$ cat src/rtl/ripple_capture_b.sv
// ripple_capture_b: epoch-extends an upstream counter and queues {epoch,count} records.
// Optional macro RIPPLE_CAP_MATCH_EN adds a match_val capture source.
module ripple_capture_b #(
    parameter int CNT_W   = 6,
    parameter int EPOCH_W = 10,
    parameter int DEPTH   = 4
) (
    input  logic                     clk,
    input  logic                     clear,
    input  logic [CNT_W-1:0]         count_in,
    input  logic                     ripple_in,
    input  logic                     cap_req,
`ifdef RIPPLE_CAP_MATCH_EN
    input  logic [CNT_W-1:0]         match_val,
`endif
    output logic [EPOCH_W+CNT_W-1:0] out_data,
    output logic                     out_valid,
    input  logic                     out_ready,
    output logic [EPOCH_W-1:0]       epoch,
    output logic [$clog2(DEPTH):0]   level,
    output logic                     overflow
);
    localparam int AW = $clog2(DEPTH);
    localparam int PW = AW + 1;
    localparam int DW = EPOCH_W + CNT_W;

    logic          ripple_d;
    logic          wrap;
    logic          match;
    logic          ev;
    logic          pop;
    logic          push;
    logic          full;
    logic [PW-1:0] wr_ptr;
    logic [PW-1:0] rd_ptr;
    logic [DW-1:0] mem [DEPTH];

`ifdef RIPPLE_CAP_MATCH_EN
    logic match_eq;
    logic match_d;

    assign match_eq = (count_in == match_val);
    assign match    = match_eq & ~match_d;

    // Loaded even during clear so a standing match does not refire on release
    always_ff @(posedge clk) begin
        match_d <= match_eq;
    end
`else
    assign match = 1'b0;
`endif

    assign wrap      = ripple_in & ~ripple_d;
    assign ev        = wrap | cap_req | match;
    assign level     = wr_ptr - rd_ptr;
    assign full      = (level == PW'(DEPTH));
    assign out_valid = (level != '0);
    assign pop       = out_valid & out_ready & ~clear;
    assign push      = ev & ~clear & (~full | pop);
    assign out_data  = out_valid ? mem[rd_ptr[AW-1:0]] : '0;

    always_ff @(posedge clk) begin
        ripple_d <= ripple_in;
        if (clear) begin
            epoch    <= '0;
            wr_ptr   <= '0;
            rd_ptr   <= '0;
            overflow <= 1'b0;
        end else begin
            if (wrap) begin
                epoch <= epoch + 1'b1;
            end
            if (push) begin
                wr_ptr <= wr_ptr + 1'b1;
            end
            if (pop) begin
                rd_ptr <= rd_ptr + 1'b1;
            end
            if (ev & ~push) begin
                overflow <= 1'b1;
            end
        end
    end

    // Storage needs no reset; out_data is masked while the FIFO is empty
    always_ff @(posedge clk) begin
        if (push) begin
            mem[wr_ptr[AW-1:0]] <= {epoch, count_in};
        end
    end
endmodule

$ cat config.mk
export PLATFORM = sky130hd
export DESIGN_NAME = ripple_capture_b
export DESIGN_NICKNAME = d
export VERILOG_FILES = /design/src/rtl/ripple_capture_b.sv
export SDC_FILE = /design/constraint.sdc
export NUM_CORES = 1
export LEC_CHECK = 0
export ABC_CLOCK_PERIOD_IN_PS = 2500
export BUFFER_PORTS_ARGS = -buffer_cell sky130_fd_sc_hd__buf_2
export CORE_MARGIN = 2
export CORE_UTILIZATION = 51
export DETAILED_ROUTE_END_ITERATION = 16
export PLACE_DENSITY = 0.74
export SYNTH_ARGS = -nofsm -noshare
export SYNTH_HDL_FRONTEND = slang
export SYNTH_SLANG_ARGS = --single-unit
$ cat constraint.sdc
create_clock -name clk -period 2.5 [get_ports clk]
set_clock_uncertainty 0.1 [all_clocks]
set_input_delay 0.5 -clock clk [delete_from_list [all_inputs] [get_ports clk]]
set_output_delay 0.5 -clock clk [all_outputs]
set_load 0.02 [all_outputs]
# Word level (Yosys, flattened, before mapping)
# Memories as Yosys holds them, arrays and structs flattened. A register that Yosys moved wholly into a read port is not among the register bits.
# Index checks and enable logic that the tools add are counted.
[totals]
regBits = 18
mem_bits_rw = 64
in_bits = 11
word_cells = 29
n_memories = 1
[op_classes]
n_addsub = 4
eq_ne = 1
n_mux = 5
n_bitwise = 12
n_reduce_logical = 1
[memory_table]
columns = ["memory", "depth", "width", "rd", "rd_clocked_by_memory_dff", "wr", "line", "text"]
rows = [
  ["mem", 4, 16, 1, 1, 1, "36", "logic [DW-1:0] mem [DEPTH];"],
]
[ops]
columns = ["operator", "count"]
rows = [
  ["$mux 16", 1],
  ["$add 10x1->10 const B", 1],
  ["$add 3x1->3 const B", 2],
  ["$and 1x1->1", 6],
  ["$mux 2", 2],
  ["$not 1->1", 4],
  ["$eq 3x3->1 const B", 1],
  ["$reduce_bool 3->1", 1],
  ["$sub 3x3->3", 1],
  ["$mux 1", 2],
  ["$or 1x1->1", 2],
]

# Depth between registers and ports, before layout
# Gate-level depths: netlist of run 1.
[depth]
depth_word = 8
mapped_depth = 7
mapped_depth_nobuf = 7

# Least setup slack after synthesis of run 1
# OpenSTA, ideal clock, no wires.
[synth_timing]
path_type = "register to register"
startpoint = "reg wr_ptr[0]"
endpoint = "mem mem[0][0] (netlist bit), enable pin"
setup_ps = 374
t_arrival_ps = 2273
path_slack_ps = -247
stages_incl_launch_ff = 7
path_buffers = 0
path_cell_list = "dfxtp_1 -> inv_1 -> ha_1 -> fa_1 -> xor3_2 -> a221oi_4 -> and2_1"
[synth_between]
elab_chain_len = 8
elab_cells_between_ends = 10
classes_between = "add/sub (1); eq/ne (1); mux (2); bitwise (5); reduce/logical (1)"
[synth_lines]
columns = ["item", "line", "text"]
rows = [
  ["start: declaration", "34", "logic [PW-1:0] wr_ptr;"],
  ["start signal: assignment", "74", "wr_ptr <= wr_ptr + 1'b1;"],
  ["$sub 3x3->3 (*)", "55", "assign level = wr_ptr - rd_ptr;"],
  ["net level[2]", "20", "output logic [$clog2(DEPTH):0] level,"],
  ["$reduce_bool 3->1", "57", "assign out_valid = (level != '0);"],
  ["$and 1x1->1 (2 in series)", "58", "assign pop = out_valid & out_ready & ~clear;"],
  ["$or 1x1->1 (*)", "59", "assign push = ev & ~clear & (~full | pop);"],
  ["$and 1x1->1 (*)", "59", ""],
  ["$mux 1 (*)", "87", "if (push) begin"],
  ["$mux 1 (not written as such) (*)", "88", "mem[wr_ptr[AW-1:0]] <= {epoch, count_in};"],
  ["end: declaration", "36", ""],
]
# Mark *: on every way through the listed nets, which the timed path passes. The rest lies on a longest branch.

# Worst setup path in the final report of run 1
[layout_timing]
startpoint = "reg wr_ptr[0]"
endpoint = "out out_data[13]"
[layout_between]
elab_chain_len = 3
[layout_lines]
columns = ["item", "line", "text"]
rows = [
  ["$sub 3x3->3", "55", ""],
  ["$reduce_bool 3->1", "57", ""],
  ["$mux 16", "60", "assign out_data = out_valid ? mem[rd_ptr[AW-1:0]] : '0;"],
  ["end: declaration", "16", "output logic [EPOCH_W+CNT_W-1:0] out_data,"],
]
# Every way passes these cells.

==> qor.txt, run 1 <==
Routed WL per cell - 18.7 um
Synth Instances - 203
Main synth FF type - edfxtp_1
Top cells by count, synth - edfxtp_1 (64), dfxtp_1 (20), nor2b_1 (17)
Hold Fails Final Rpt - 0
Initial antenna violation count - 0
Post-DR vias/cell - 5.50
Final Critical Period - 2.76 ns
Die ar. - 0.00730 mm2
Cts hold-fix bufs - 0
Yosys warns - 0
Worst Tran Pin Value - 0.471 ns
Initial DRC count - 122
DR vias - 1,942
Total Power - 4.84 mW
Hold WC Path Type - input port to register
CP required - 1.90 ns
Antenna cells - 0
Die Y - 85.4 um
P per Cell Area - 1130 mW/mm2
Max-Cap Viols - 0
IO Count - 42
Fraction of registers with async set/reset - 0
Worst path cell trace - inv_2 > ha_4 > fa_2 > xor3_2 > nor3_4 > buf_6 > buf_16 > nor2b_4 > buf_6
Final net count - 290
DRC - 0
Clock Pin Slew Worst Setup and Hold Paths - 0.08 ns
Clock Path Buffers - 2
Seq/Total Area, Yosys - 0.687
Critical path's largest stage delay - 0.34 ns
ANT nets after route - 0
Max IR drop VDD - 0.895 mV
Synth Register Bits - 84
Clock Sinks - 84
GRT Util Overall - 0.186
Most frequent cell after synthesis - edfxtp_1
Die Width - 85.4 um
Synth top area share - 0.568
Status - finished, violations left
RSZ-0062 raised after global routing - true
Crit-path max FO - 8
Worst-Skew Late Latency - 0.35 ns
Slew margin rel. - 0.683
Setup violations, final - 83
TritonCTS clock tree - built
CP Data Arrival Time - 2.16 ns
Max Fclk - 362 MHz
Tcrit/Tclk final - 1.10
Detailed Route WL - 6590 um
Synthesized area - 0.00338 mm2
Vias in the first global route - 1,914
WS Path Type - register to output pin
Largest net degree at the start of global routing - 20
Root buf cell - clkbuf_8
Syn nets - 222
DP Area - 0.00387 mm2
Drt first pass iters - 4
Worst setup EP type - output pin
Most area-hungry cell type in the Yosys netlist - edfxtp_1
Final worst slack - -0.261 ns
Layout cells sized above 1 - 0.424
FILL cells - 445
CP startpoint kind - register
Place WS - 0.0428 ns
CP max stage cell - dfxtp_2
# H-tree levels - 3
Leak - 1.60 nW
CTS Buf Count - 9
Core ar. - 0.00639 mm2
Netlist cell types - 32
Syn_area_per_cell - 16.7 um2
Placer Congestion - 0.747
First-pass GRT wire length - 9940 um
Overflow after GRT - 0
Initial Utilization - 0.530
Post-Route Utilization - 0.671
Row count - 29
Final instance area - 0.00429 mm2
Area contributors post-synth - edfxtp_1 (57%), dfxtp_1 (12%), mux4_2 (11%)
CP most frequent cell - buf_6
Post-DP HPWL - 3600 um
Post-synth EDFFs - 64
Count of input and output buffers - 41
Failing checks - negative setup slack
Area growth, synth to finish - 26.7%
Slew Viols, Final - 0
[report_power, final]
group          switching, mW  leakage (nW)  internal [mW]
clock                  0.455        0.0751          0.358
combinational           1.20         0.750           1.16
sequential            0.0523         0.779           1.61
total                   1.71          1.60           3.13
[path summary, 6_finish.rpt]
check | start | endpoint | slack, ns | depth (start not counted)
min reg2reg | overflow | overflow | 0.38 | 2
max | wr_ptr[0] | out_data[13] | -0.26 | 9
min | ripple_in | ripple_d | 0.19 | 1
max reg2reg | wr_ptr[0] | mem[3][0] | -0.08 | 9
[stage by stage]
stage | hold WS (ns) | TNS (ns) | std cells
final | 0.190 | -7.56 | 353
after global routing | 0.185 | -13.59 | 353
after CTS | 0.185 | -3.88 | 346
after detailed placement | 0.355 | 0 | 323
after global placement | 0.364 | 0 | 323
after floorplan | 0.340 | 0 | 203
[registers in the layout, indices dropped and copies added, names as in the netlist, named ones only]
signal,cells
epoch,10
mem,64
overflow,1
rd_ptr,3
ripple_d,1
wr_ptr,3
[metal layers]
layer,track usage,wire length [um],vias to the layer above
met2,0.283,3160,62
li1,-,-,895
met5,0,0,-
met3,0.0535,308,13
met1,0.255,2950,972
met4,0.0765,169,0
[cell type report]
cell class / count / area [um2] / area share
Clock buffer: 13 / 139 / 0.0324
Sequential cell: 84 / 2330 / 0.543
Multi-Input combinational cell: 105 / 1090 / 0.255
Clock inverter: 3 / 16.3 / 0.00380
Timing Repair Buffer: 64 / 586 / 0.137
Inverter: 7 / 28.8 / 0.00672
Tap cell: 77 / 96.3 / 0.0225
[cells in the final DEF (no fill, tap or decap), drive strengths merged]
cell type and count:
edfxtp 64, buf 60, dfxtp 20, nor2b 17
clkbuf 17, mux4 16, nor2 13, nand2 9
xnor2 7, ha 7, inv 7, and2 4
nor3 4, xor2 3, nand4 3, a21oi 3
nand2b 2, nor4 2, o21ai 2, or3 2
mux2i 2, o31ai 2, clkinv 2, xor3 1
and3b 1, a221oi 1, nand3 1, nand3b 1
a31oi 1, fa 1, clkinvlp 1
[what timing repair did]
action,4_1_cts,5_1_grt
pin swaps,1,4
endpoints found under the hold margin,0,0
resized for setup,19,6
setup buffers,6,4
endpoints found under the setup margin,17,80
cloned,1,4
[cells by family (layout without fill, tap and decap cells)]
| logic type | Yosys count | in the layout | share of synthesized area |
|---|---|---|---|
| buf+inv | 14 | 87 | 0.0166 |
| compound gates | 9 | 9 | 0.0229 |
| mux | 18 | 18 | 0.112 |
| simple gates | 59 | 59 | 0.0962 |
| xor+xnor | 11 | 11 | 0.0333 |
| fa+ha+maj | 8 | 8 | 0.0318 |
| flops | 84 | 84 | 0.687 |
[worst max-delay path, delay by kind of cell, from the launching register on]
kind / cells / cell delay (ns)
buffers and inverters: 4 / 0.47
adder cells (fa/ha/maj): 2 / 0.47
flip-flops: 1 / 0.34
AND/OR/NAND/NOR: 2 / 0.28
XOR/XNOR: 1 / 0.26
Power figures use the tool's default switching activity.
==> inputs of run 2 (changes only) <==
--- a/config.mk
+++ b/config.mk
@@ -5,12 +5,13 @@
 export SDC_FILE = /design/constraint.sdc
 export NUM_CORES = 1
 export LEC_CHECK = 0
+export ABC_AREA = 1
 export ABC_CLOCK_PERIOD_IN_PS = 2500
 export BUFFER_PORTS_ARGS = -buffer_cell sky130_fd_sc_hd__buf_2
 export CORE_MARGIN = 2
-export CORE_UTILIZATION = 51
+export CORE_UTILIZATION = 52
 export DETAILED_ROUTE_END_ITERATION = 16
-export PLACE_DENSITY = 0.74
+export PLACE_DENSITY = 0.75
 export SYNTH_ARGS = -nofsm -noshare
 export SYNTH_HDL_FRONTEND = slang
 export SYNTH_SLANG_ARGS = --single-unit
==> run 2 against run 1 <==
Compared with the run above:
- clock power rose by 24%
- via count rose by 24%
- utilization fell by 2.0 points
- clock-buffer cell count fell by 3
- the run still ends with negative setup slack left
- flip-flop and latch count did not move
- worst hold slack got worse by 0.0057 ns
==> qor.txt, run 2 <==
Status - finished, violations left
Failing checks - negative setup slack
Syn_area_per_cell - 11.5 um2 (-31%)
P per Cell Area - 845 mW/mm2 (-25%)
Clock Sinks - 84 (unchanged)
Clock Power Share - 0.273 (+0.105)
Area contributors post-synth - edfxtp_1 (53%), dfxtp_1 (11%), nand2_1 (4.7%)
TritonCTS clock tree - built
Synth Register Bits - 84 (unchanged)
Sw power - 1.14 mW (-34%)
Post-route setup TNS - -1.49 ns (+6.07 ns)
Commonest non-fill, non-tap cell in the layout - edfxtp_1
First-pass GRT wire length - 11,300 um (+14%)
Drt first pass iters - 4 (unchanged)
Final net count - 396 (+37%)
Antenna cells - 0 (unchanged)
Count of input and output buffers - 41 (unchanged)
Most frequent cell after synthesis - edfxtp_1
Initial DRC count - 120 (-1.6%)
Netlist cell types - 33 (+3.1%)
Synth Instances - 312 (+54%)
Initial Utilization - 0.532 (+0.00227)
CP startpoint kind - register
Seq/Total Area, Yosys - 0.646 (-0.0404)
Hold WC Path Type - input port to register
Vias in the first global route - 2,358 (+23%)
Synthesized area - 0.00359 mm2 (+6.3%)
Worst Tran Pin Value - 0.340 ns (-0.131 ns)
Worst setup endpoint - out_data[8]
Largest net degree at the start of global routing - 33 (+65%)
Worst setup path start - wr_ptr[0]
Core ar. - 0.00676 mm2 (+5.8%)
Die Y - 87.1 um (+2.0%)
Detailed Route WL - 7100 um (+7.8%)
GRT Util Overall - 0.201 (+0.0144)
Setup violations, final - 17 (-80%)
Worst r2r src - wr_ptr[0]
Final worst slack - -0.126 ns (+0.135 ns)
Slew margin rel. - 0.773 (+0.0896)
Switch share - 0.306 (-0.0479)
Most frequent cells in the layout - edfxtp_1 (64), nor2_1 (41), nand2_1 (34), buf_2 (24), buf_4 (22)
Die ar. - 0.00759 mm2 (+4.0%)
R2R depth - 11 (+2)
Pint - 2.58 mW (-18%)
# H-tree levels - 3 (unchanged)
Syn nets - 331 (+49%)
CP required - 1.90 ns (about the same)
Most area-hungry cell type in the Yosys netlist - edfxtp_1
Tcrit/Tclk final - 1.05 (-0.0540)
Hold Fails Final Rpt - 0 (unchanged)
Max IR drop VDD - 0.504 mV (-44%)
WS Path Type - register to output pin
DR vias - 2,410 (+24%)
Final instance area - 0.00440 mm2 (+2.6%)
Routed WL per cell - 15.4 um (-17%)
Top cells by count, synth - edfxtp_1 (64), nand2_1 (45), nor2_1 (41)
Clock Path Buffers - 2 (unchanged)
Overflow after GRT - 0 (unchanged)
Clock Pin Slew Worst Setup and Hold Paths - 0.08 ns (about the same)
Fraction of registers with async set/reset - 0 (unchanged)
Post-Route Utilization - 0.651 (-0.0203)
Main synth FF type - edfxtp_1
Worst setup EP type - output pin
Logic pwr share - 0.298 (-0.190)
Post-DP HPWL - 4480 um (+24%)
Final Critical Period - 2.63 ns (-0.135 ns)
Yosys warns - 0 (unchanged)
Area growth, synth to finish - 22.4%
Row count - 30 (+3.4%)
Synth top area share - 0.535 (-0.0334)
Root buf cell - clkbuf_8
Flop2flop setup slack - 0.22 ns (+0.30 ns)
Placer Congestion - 0.755 (+1.1%)
ANT nets after route - 0 (unchanged)
Worst-Skew Late Latency - 0.35 ns (about the same)
Crit-path max FO - 6 (-2)
Leak - 1.79 nW (+11%)
Flop pwr share - 0.429 (+0.085)
DRC - 0 (unchanged)
Slew Viols, Final - 0 (unchanged)
FF-to-FF End - mem[0][1]
CTS Buf Count - 9 (unchanged)
Post-DR vias/cell - 5.23 (-5.0%)
Layout cells sized above 1 - 0.323 (-0.101)
CP Data Arrival Time - 2.03 ns (-0.13 ns)
Initial antenna violation count - 0 (unchanged)
RSZ-0062 raised after global routing - true
Max Fclk - 381 MHz (+5.1%)
Die Width - 87.1 um (+2.0%)
DP Area - 0.00394 mm2 (+1.7%)
IO Count - 42 (unchanged)
Post-synth EDFFs - 64 (unchanged)
Largest register FFs - 64 (unchanged)
Max-Cap Viols - 0 (unchanged)
run 2: cell count changes in the layout (fill, tap and decap cells not counted), moves of 12 or more:
cell	delta
buf_4	+12
inv_1	+17
mux4_2	-16
nand2_2	+14
mux2i_1	+14
nor2_1	+28
nand2_1	+25
o22ai_1	+16
inv_2	+12
o21ai_0	+18
run 2: final cells by class:
| cell class | instances | area (um2) |
|---|---|---|
| flip-flops and latches | 84 | 2320 |
| multi-input cells | 182 | 1140 |
| repair buffers | 63 | 477 |
| fillers | 516 | 2360 |
| well taps | 80 | 100 |
| inverters | 37 | 144 |
| clock buffers | 10 | 128 |
| clock inverters | 5 | 78.8 |
run 2: repair_timing:
item,4_1_cts,5_1_grt
cloned,2,0
gates resized for setup,62,6
pin swaps,21,5
buffers inserted,3,4
hold buffers,0,0
endpoints found under the setup margin,17,17
run 2: metrics by stage:
stage / hold slack [ns] / setup WS [ns] / power [mW] / cells
2_1_floorplan: 0.377 / -0.213 / 2.20 / 312
3_3_place_gp: 0.348 / 0.0890 / 2.38 / 437
3_5_place_dp: 0.359 / 0.00338 / 2.41 / 437
4_1_cts: 0.171 / -0.190 / 3.70 / 457
5_1_grt: 0.179 / -0.194 / 3.88 / 461
6_report: 0.184 / -0.126 / 3.71 / 461
run 2: how the worst min path moves through the flow:
stage                   start        end  slack, ns  cells past startpoint
floorplan           wr_ptr[1]  wr_ptr[1]       0.38                      2
global placement     overflow   overflow       0.35                      1
detailed placement   overflow   overflow       0.36                      1
CTS                 ripple_in   ripple_d       0.17                      1
global route        ripple_in   ripple_d       0.18                      1
finish              ripple_in   ripple_d       0.18                      1
run 2: metal layers:
metal / wire length, um / part of all wire / GRT usage / vias to the layer above
met1: 3080 / 0.43 / 0.254 / 1149
met5: 0 / 0 / 0 / -
met3: 241 / 0.034 / 0.0360 / 8
met2: 3690 / 0.52 / 0.341 / 53
li1: - / - / - / 1200
met4: 92 / 0.013 / 0.0825 / 0
run 2: power by group through the flow:
stage | clock, mW | sequential, mW | combinational (mW)
final | 1.01 | 1.59 | 1.11
after global routing | 1.09 | 1.60 | 1.18
after CTS | 1.03 | 1.59 | 1.07
after detailed placement | 0 | 1.62 | 0.782
after global placement | 0 | 1.62 | 0.763
after floorplan | 0 | 1.62 | 0.581
run 2: logic make-up after synthesis:
group | count (synthesis) | share of synthesized area
adders and majority gates | 8 | 0.0299
muxes | 16 | 0.0446
AOI/OAI and AO/OA | 44 | 0.0745
buffers and inverters | 48 | 0.0588
xor gates and xnor gates | 4 | 0.00975
and+or+nand+nor | 108 | 0.136
DFF | 84 | 0.646
run 2: critical path, stage by stage, from the launching register on:
cell and delay [ns]:
dfxtp_2 0.34, inv_2 0.05, ha_4 0.15, fa_2 0.54
nand2_2 0.08, clkinv_4 0.09, nand3_4 0.15, nand2_2 0.13
inv_2 0.04, buf_6 0.12
==> inputs of run 3 (changes only) <==
--- a/config.mk
+++ b/config.mk
@@ -9,9 +9,9 @@
 export ABC_CLOCK_PERIOD_IN_PS = 2500
 export BUFFER_PORTS_ARGS = -buffer_cell sky130_fd_sc_hd__buf_2
 export CORE_MARGIN = 2
-export CORE_UTILIZATION = 52
+export CORE_UTILIZATION = 50
 export DETAILED_ROUTE_END_ITERATION = 16
-export PLACE_DENSITY = 0.75
+export PLACE_DENSITY = 0.73
 export SYNTH_ARGS = -nofsm -noshare
 export SYNTH_HDL_FRONTEND = slang
 export SYNTH_SLANG_ARGS = --single-unit
==> run 3 against run 2 <==
Compared with the run above:
- the flow still finishes with violations (negative setup slack)
- largest cell class unchanged
- register-to-register slack worse by 0.04 ns
- highest routed layer unchanged
- wire length is 0.28% lower
- global-route usage decreased by 0.71 points
- combinational power is essentially flat
- worst setup slack got worse by 0.0088 ns
- worst hold slack lost 0.0039 ns
- final cell count grew 2.8%
- largest power group unchanged
- clock-buffer cell count grew 3
- utilization is 1.9 points lower
- first-iteration DRC count down 0.83%
- sequential share of layout area is 0.69 points higher
- non-clock buffer count down 4
==> qor.txt, run 3 (synthesis gave the netlist of run 2 again) <==
Failing checks - negative setup slack
Hold WC Path Type - input port to register
Clock Pin Slew Worst Setup and Hold Paths - 0.08 ns (about the same)
CP startpoint kind - register
Detailed Route WL - 7080 um (-0.28%)
Count of input and output buffers - 41 (unchanged)
CTS Buf Count - 9 (unchanged)
Layout cells sized above 1 - 0.315 (-0.00802)
Die Width - 88.8 um (+1.9%)
Switch share - 0.323 (+0.0177)
GRT Util Overall - 0.193 (-0.00711)
WS Path Type - register to output pin
Max Fclk - 380 MHz (-0.33%)
Post-route insts no fill - 474 (+2.8%)
IO Count - 42 (unchanged)
Final worst slack - -0.135 ns (-0.00880 ns)
Slew margin rel. - 0.681 (-0.0920)
Initial Utilization - 0.523 (-0.00872)
DR vias - 2,384 (-1.1%)
Area growth, synth to finish - 20.8%
Overflow after GRT - 0 (unchanged)
Worst setup EP type - output pin
Pint - 2.36 mW (-8.4%)
CP required - 1.90 ns (about the same)
Logic pwr share - 0.310 (+0.012)
Met2 wire len - 3500 um (-5.2%)
Leak - 1.73 nW (-2.9%)
DRC - 0 (unchanged)
Commonest non-fill, non-tap cell in the layout - edfxtp_1
Root buf cell - clkbuf_8
Crit-path max FO - 7 (+1)
Hold Fails Final Rpt - 0 (unchanged)
Routed WL per cell - 14.9 um (-3.0%)
Vias in the first global route - 2,222 (-5.8%)
Largest net degree at the start of global routing - 17 (-48%)
WL met1 - 3170 um (+3.2%)
Placed cell count - 453 (+3.7%)
Final Critical Period - 2.64 ns (+0.00880 ns)
Final net count - 392 (-1.0%)
Sw power - 1.13 mW (-0.59%)
Setup violations, final - 17 (unchanged)
Initial antenna violation count - 0 (unchanged)
Flop pwr share - 0.459 (+0.030)
Clock Sinks - 84 (unchanged)
Clock Power Share - 0.231 (-0.042)
Row count - 30 (unchanged)
Worst-Skew Late Latency - 0.35 ns (about the same)
Post-DP HPWL - 4470 um (about the same)
Max IR drop VDD - 0.400 mV (-21%)
Core ar. - 0.00687 mm2 (+1.7%)
TritonCTS clock tree - built
# H-tree levels - 3 (unchanged)
Most frequent cells in the layout - edfxtp_1 (64), nor2_1 (41), nand2_1 (32), buf_2 (24), o21ai_0 (20)
Post-DR vias/cell - 5.03 (-3.8%)
Drt first pass iters - 4 (unchanged)
Die ar. - 0.00788 mm2 (+3.8%)
CP Data Arrival Time - 2.04 ns (about the same)
FILL cells - 541 (+4.8%)
Tcrit/Tclk final - 1.05 (+0.00352)
Met3 Wirelength - 275 um (+14%)
First-pass GRT wire length - 11,100 um (-1.9%)
Placer Congestion - 0.737 (-2.5%)
Slew Viols, Final - 0 (unchanged)
Initial DRC count - 119 (-0.83%)
Worst Tran Pin Value - 0.478 ns (+0.138 ns)
Die Y - 88.8 um (+1.9%)
Largest register FFs - 64 (unchanged)
Hold_ws - 0.180 ns (-0.00392 ns)
RSZ-0062 raised after global routing - true
P per Cell Area - 804 mW/mm2 (-4.8%)
Antenna cells - 0 (unchanged)
Status - finished, violations left
Top layer in use - met4
ANT nets after route - 0 (unchanged)
Max-Cap Viols - 0 (unchanged)
Clock Path Buffers - 2 (unchanged)
## run 3: critical path: stages, from the launching register on
cell	delay, ns
dfxtp_2	0.34
inv_2	0.05
ha_4	0.16
fa_2	0.54
nand2_2	0.08
clkinv_4	0.09
nand3_4	0.15
nand2_1	0.11
inv_1	0.05
buf_6	0.12
## run 3: per-layer routing
metal | vias up | track usage
met5 | - | 0
met4 | 0 | 0.0909
met3 | 10 | 0.0345
met2 | 50 | 0.318
met1 | 1134 | 0.250
li1 | 1190 | -
## run 3: area by class of cell
cell class / count / area (um2) / share of cell area
sequential: 84 / 2320 / 0.536
inverter: 37 / 144 / 0.0332
tap: 96 / 120 / 0.0277
timing repair buffer: 59 / 447 / 0.103
clock buffer: 13 / 139 / 0.0320
multi-input combinational: 182 / 1150 / 0.265
clock inverter: 3 / 16.3 / 0.00375
## run 3: power by group through the flow
stage,clock network [mW],registers [mW],logic [mW]
2_1_floorplan,0,1.62,0.581
3_3_place_gp,0,1.63,0.764
3_5_place_dp,0,1.63,0.777
4_1_cts,0.825,1.60,1.04
5_1_grt,0.865,1.61,1.17
6_report,0.806,1.60,1.08
## run 3: final timing paths
kind,startpoint,end,slack [ns],cells past startpoint
hold / removal,ripple_in,ripple_d,0.18,1
hold reg to reg,overflow,overflow,0.37,1
setup reg to reg,wr_ptr[0],mem[1][8],0.18,11
setup / recovery,wr_ptr[0],out_data[5],-0.14,9
## run 3: through the flow
step | instance area [um2] | utilization | worst slack (ns) | power (mW) | setup TNS, ns
final | 4340 | 0.632 | -0.135 | 3.49 | -1.71
after global routing | 4340 | 0.632 | -0.197 | 3.64 | -2.75
after CTS | 4310 | 0.627 | -0.172 | 3.46 | -2.41
after detailed placement | 3960 | 0.576 | 0.0171 | 2.41 | 0
after global placement | 3960 | 0.576 | 0.0634 | 2.39 | 0
after floorplan | 3590 | - | -0.213 | 2.20 | -13.65
## run 3: timing repair
item                                    in CTS  in global routing
resized for setup                           51                 20
hold buffers                                 0                  0
buffers inserted                             2                  1
pin swaps                                   21                  5
endpoints found under the setup margin      17                 25
cloned                                       2                  0
